File: src/rtl/lifegame_row_engine.sv
`default_nettype none
// ============================================================================
// Module      : lifegame_row_engine
// Description : Streaming Game-of-Life generation engine. Rows of the current
//               generation arrive one per beat; the next-generation row for
//               each input row leaves one beat later through a registered
//               output slot. Birth/survive rules are programmable per frame.
// Ports       : clk, rst             - clock, synchronous active-high reset
//               birth_mask[8:0]      - dead cell with k neighbours is born
//               survive_mask[8:0]    - live cell with k neighbours survives
//               in_valid/in_ready    - input row handshake
//               in_row[W-1:0]        - current-generation row (bit 0 leftmost)
//               in_last              - last row of the frame
//               out_valid/out_ready  - output row handshake
//               out_row[W-1:0]       - next-generation row
//               out_last             - last output row of the frame
//               gen_count[GEN_W-1:0] - completed output frames (wraps)
// Revision    : 1.0 - initial release
// ============================================================================
module lifegame_row_engine #(
    parameter int W     = 32,
    parameter int WRAP  = 0,
    parameter int GEN_W = 16
) (
    input  logic             clk,
    input  logic             rst,
    input  logic [8:0]       birth_mask,
    input  logic [8:0]       survive_mask,
    input  logic             in_valid,
    output logic             in_ready,
    input  logic [W-1:0]     in_row,
    input  logic             in_last,
    output logic             out_valid,
    input  logic             out_ready,
    output logic [W-1:0]     out_row,
    output logic             out_last,
    output logic [GEN_W-1:0] gen_count
);

    typedef enum logic [1:0] {
        S_EMPTY = 2'd0,
        S_HOLD  = 2'd1,
        S_FLUSH = 2'd2
    } state_t;

    state_t           r_state;
    state_t           w_state_next;
    logic [W-1:0]     r_prev;
    logic [W-1:0]     r_cur;
    logic [8:0]       r_birth_rule;
    logic [8:0]       r_survive_rule;
    logic [W-1:0]     r_out_row;
    logic             r_out_last;
    logic             r_out_valid;
    logic [GEN_W-1:0] r_gen_count;

    logic             w_slot_free;
    logic             w_in_ready;
    logic             w_accept;
    logic [W-1:0]     w_next;
    logic [W-1:0]     w_life;
    // Rows extended by one column on each side: index 0 is column -1,
    // index W+1 is column W.
    logic [W+1:0]     w_ep;
    logic [W+1:0]     w_ec;
    logic [W+1:0]     w_en;

    assign w_slot_free = !r_out_valid || out_ready;
    assign w_accept    = in_valid && w_in_ready;
    // In FLUSH the row below the last one is the dead border.
    assign w_next      = (r_state == S_FLUSH) ? '0 : in_row;

    generate
        if (WRAP != 0) begin : g_wrap
            assign w_ep = {r_prev[0], r_prev, r_prev[W-1]};
            assign w_ec = {r_cur[0],  r_cur,  r_cur[W-1]};
            assign w_en = {w_next[0], w_next, w_next[W-1]};
        end else begin : g_nowrap
            assign w_ep = {1'b0, r_prev, 1'b0};
            assign w_ec = {1'b0, r_cur,  1'b0};
            assign w_en = {1'b0, w_next, 1'b0};
        end
    endgenerate

    generate
        for (genvar c = 0; c < W; c++) begin : g_col
            logic [3:0] w_n;
            assign w_n = {3'b000, w_ep[c]} + {3'b000, w_ep[c+1]} + {3'b000, w_ep[c+2]}
                       + {3'b000, w_ec[c]}                        + {3'b000, w_ec[c+2]}
                       + {3'b000, w_en[c]} + {3'b000, w_en[c+1]} + {3'b000, w_en[c+2]};
            assign w_life[c] = r_cur[c] ? r_survive_rule[w_n] : r_birth_rule[w_n];
        end
    endgenerate

    // Next-state and handshake decode
    always_comb begin
        w_state_next = r_state;
        w_in_ready   = 1'b0;
        case (r_state)
            S_EMPTY: begin
                w_in_ready = 1'b1;
                if (in_valid) begin
                    w_state_next = in_last ? S_FLUSH : S_HOLD;
                end
            end
            S_HOLD: begin
                w_in_ready = w_slot_free;
                if (in_valid && w_slot_free) begin
                    w_state_next = in_last ? S_FLUSH : S_HOLD;
                end
            end
            S_FLUSH: begin
                if (w_slot_free) begin
                    w_state_next = S_EMPTY;
                end
            end
            default: begin
                w_state_next = S_EMPTY;
            end
        endcase
    end

    always_ff @(posedge clk) begin
        if (rst) begin
            r_state <= S_EMPTY;
        end else begin
            r_state <= w_state_next;
        end
    end

    // Row window, rules, output slot and frame counter
    always_ff @(posedge clk) begin
        if (rst) begin
            r_prev         <= '0;
            r_cur          <= '0;
            r_birth_rule   <= 9'h008;
            r_survive_rule <= 9'h00C;
            r_out_row      <= '0;
            r_out_last     <= 1'b0;
            r_out_valid    <= 1'b0;
            r_gen_count    <= '0;
        end else begin
            if (r_out_valid && out_ready && r_out_last) begin
                r_gen_count <= r_gen_count + GEN_W'(1);
            end
            // Delivered and not refilled below: slot empties.
            if (w_slot_free) begin
                r_out_valid <= 1'b0;
            end
            case (r_state)
                S_EMPTY: begin
                    if (w_accept) begin
                        r_prev         <= '0;
                        r_cur          <= in_row;
                        r_birth_rule   <= birth_mask;
                        r_survive_rule <= survive_mask;
                    end
                end
                S_HOLD: begin
                    if (w_accept) begin
                        r_out_row   <= w_life;
                        r_out_last  <= 1'b0;
                        r_out_valid <= 1'b1;
                        r_prev      <= r_cur;
                        r_cur       <= in_row;
                    end
                end
                S_FLUSH: begin
                    if (w_slot_free) begin
                        r_out_row   <= w_life;
                        r_out_last  <= 1'b1;
                        r_out_valid <= 1'b1;
                    end
                end
                default: begin
                end
            endcase
        end
    end

    assign in_ready  = w_in_ready;
    assign out_valid = r_out_valid;
    assign out_row   = r_out_row;
    assign out_last  = r_out_last;
    assign gen_count = r_gen_count;

endmodule
`default_nettype wire

File: config.mk
export PLATFORM = sky130hd
export DESIGN_NAME = lifegame_row_engine
export DESIGN_NICKNAME = d
export VERILOG_FILES = /design/src/rtl/lifegame_row_engine.sv
export SDC_FILE = /design/constraint.sdc
export NUM_CORES = 1
export LEC_CHECK = 0
export ABC_CLOCK_PERIOD_IN_PS = 11750
export CAP_MARGIN = 0
export CORE_MARGIN = 8
export CORE_UTILIZATION = 30
export CTS_BUF_LIST = sky130_fd_sc_hd__clkbuf_16
export DETAILED_ROUTE_END_ITERATION = 8
export PLACE_DENSITY = 0.5
export SYNTH_ARGS = -nofsm -noshare
export SYNTH_HDL_FRONTEND = slang
export SYNTH_SLANG_ARGS = --single-unit
File: constraint.sdc
create_clock -name clk -period 11.75 [get_ports clk]
set_input_delay 1.7625 -clock clk [delete_from_list [all_inputs] [get_ports clk]]
set_output_delay 1.7625 -clock clk [all_outputs]
set_load 0.02 [all_outputs]
==> impl_metrics.csv <==
group,metric,value,unit
logic_synthesis,syn-cell-area,0.0153,sq mm
critical_path,cp_cell_sequence,"clkdlybuf4s50_1 > nand2b_1 > a21oi_1 > inv_1 > clkdlybuf4s50_1",
critical_path,cpMostUsedCell,"clkdlybuf4s50_1",
critical_path,path_delay_family,"buffers and inverters",
clocking,clk_latency,0.46,ns
sta,relSlewSlack,26.8,%
sta,setup_viol,0,
clocking,cts.htree.levels,4,
power,power_density,134,mW/mm^2
placement,portBuffers,105,
logic_synthesis,synth-seq-cells,134,
power,p_int,1.40,mW
logic_synthesis,synth_ff_type,"dfxtp_1",
routing,routed_wirelength,49800,um
clocking,cts_setup_buffers,0,
global_route,grt_max_degree,70,
clocking,clockBufferDepth,2,
critical_path,worstSetupStartpointType,"input pin",
floorplan,core_area,0.0509,sq mm
sta,skew,0.0100,ns
power,switchingPower,0.922,mW
sta,setup_tns,0,ns
floorplan,ios,106,
global_route,grt_pass1_vias,13200,
critical_path,arrival,3.44,ns
layout,nFillCells,5242,
logic_synthesis,yosysSeqAreaShare,17.5,%
clocking,ctsHoldBuffers,0,
placement,place_congestion,0.826,
power,pwr-share-comb,50.8,%
job,drv_cap,0,
sta,drv_slew,0,
logic_synthesis,yosysTopAreaCell,"dfxtp_1",
routing,first_pass_iters,5,
logic_synthesis,ys_warn_count,0,
routing,first_iter_violations,729,
floorplan,initial_core_util,30.1,%
layout,final_nets,1906,
clocking,cts_made_buffers,17,
clocking,cts.reportedPaths.clkPinSlew,0.06,ns
critical_path,crit_path_end_kind,"output port",
routing,detailroute.via_count,12400,
floorplan,dieArea,0.0586,sq mm
layout,syn_to_final_growth,12.9,%
floorplan,fp.dieW,242,um
sta,worst_pin_slew,1.10,ns
global_route,grt.total_usage,17.0,%
critical_path,cp_slowest_stage_delay,0.55,ns
logic_synthesis,yosysMostFrequentCell,"nand2_1",
critical_path,critical_path_class,"input pin to output port",
logic_synthesis,synth.distinct_cells,47,
critical_path,crit_slowest_cell,"clkdlybuf4s50_1",
logic_synthesis,synthCells,1635,
clocking,cts_sinks,134,
clocking,cts_tree,"yes",
floorplan,rows,83,
critical_path,path_buf_inv,3,
global_route,antenna_found_initial,0,
global_route,grt_first_pass_wirelength,78700,um
logic_synthesis,synth_edf_count,0,
clocking,cts_root_buffer,"clkbuf_16",
floorplan,dieHeight,242,um
placement,hpwl,30600,um
sta,finalHoldViolCount,0,
layout,drive_gt1_share,8.94,%
power,vdd_ir_drop_max,89.7,uV
sta,holdWs,0.458,ns
logic_synthesis,syn_area_per_cell,9.38,sq um
routing,drc,0,
layout,antennaDiodeCount,0,
global_route,grt_remaining_overflow,0,
logic_synthesis,yosys-top-cells-area,"dfxtp_1 (17%), fa_1 (16%), mux4_2 (13%)",
routing,wl_per_cell,21.4,um
worst_hold_path,min_path_type,"flip-flop to flip-flop",
clocking,cts-resized-gates,0,
run_status,outcome,"complete, no violations",
logic_synthesis,synth_nets,1910,
power,swShare,39.8,%
routing,ant_nets,0,
critical_path,cp.required,9.99,ns
sta,finalCritPeriodShare,44.3,%
critical_path,worstPathMaxFanout,4,
routing,vias_per_cell,5.33,
logic_synthesis,async_reset_ff_share,0,%
logic_synthesis,synth_top_area_share,17.5,%
logic_synthesis,synth_commonest_cells,"nand2_1 (252), inv_1 (187), dfxtp_1 (134)",
power,cellLeakagePower,7.18,nW
power,pwr-share-clk,22.9,%
power,power.share.sequential,26.3,%
sta,period_minus_slack,5.20,ns
sta,max_freq,0.192,GHz
sta,rsz0062_at_grt,"false",
-- final cells by class --
type                    instances  area [sq um]  area share (%)
clock inverters                15           121           0.701
flip-flops and latches        134          2710            15.6
repair buffers                111          1090            6.32
clock buffers                  17           425            2.46
well taps                     680           851            4.91
multi-input cells            1180         11400            65.9
inverters                     187           702            4.05
-- stage by stage --
step	area, sq um	cells	power (mW)	worst slack, ns	utilization, %
floorplan	15300	1635	1.50	6.82	-
global placement	16800	2292	1.78	6.19	33.0
detailed placement	16800	2292	1.80	6.18	33.0
CTS	17300	2324	2.34	6.53	34.0
global route	17300	2324	2.49	6.40	34.0
finish	17300	2324	2.32	6.55	34.0
-- power by group through the flow --
stage	Clock, mW	Sequential [mW]	Combinational, mW
floorplan	0	0.544	0.956
global placement	0	0.615	1.16
detailed placement	0	0.616	1.19
CTS	0.547	0.606	1.19
global route	0.564	0.614	1.32
finish	0.532	0.609	1.18
-- cells by family (layout without fill, tap and decap cells) --
kind of cell             after synthesis  after routing  share of synthesized area (%)
AND/OR/NAND/NOR                      485            485                           14.4
buffers and inverters                321            330                           8.17
AO/OA/AOI/OAI                        254            254                           10.4
adder cells (fa/ha/maj)              220            220                           23.8
multiplexers                         192            192                           24.1
flip-flops                           134            134                           17.5
XOR/XNOR                              29             29                           1.66
-- layout by cell type (no fill, tap or decap), types with 22 or more instances in the layout --
cell type        count
dfxtp_1            116
nor3_1              31
fa_1               120
mux4_2              88
a21o_1              29
and2_1              22
nand2b_1            52
mux2i_1             62
nand3_1             36
clkdlybuf4s50_1    104
inv_1              189
xor2_1              26
o21ai_0             23
nor2_1              51
mux4_1              41
nand2_1            252
a21oi_1            106
ha_1               100
-- state kept, by name, indices dropped and copies added (netlist names) --
signal          flops
gen_count          16
out_valid           1
r_prev             32
r_survive_rule      9
r_cur              32
out_row            32
r_birth_rule        9
r_state             2
out_last            1
-- worst register-to-register path, delay by kind of cell, from the launching register on --
kind,cells,cell delay (ns)
AO/OA/AOI/OAI,3,0.43
adder cells (fa/ha/maj),5,2.12
buffers and inverters,6,0.85
flip-flops,1,0.36
multiplexers,1,0.33
AND/OR/NAND/NOR,2,0.50
-- path summary, 6_finish.rpt --
path                   start          to  cells after the start  slack [ns]
setup / recovery   out_ready    in_ready                      5        6.55
hold / removal    out_row[0]  out_row[0]                      2        0.46
setup reg to reg  r_state[0]  out_row[1]                     17        7.04
hold reg to reg   out_row[0]  out_row[0]                      2        0.46
-- per-layer routing --
metal	routed length, um	global-route usage (%)	up-vias
met4	1040	4.70	0
li1	-	-	5687
met1	21400	21.7	6217
met5	0	0	-
met2	24200	28.7	400
met3	3180	3.84	78
No activity file was read; power rests on OpenSTA's default activity.
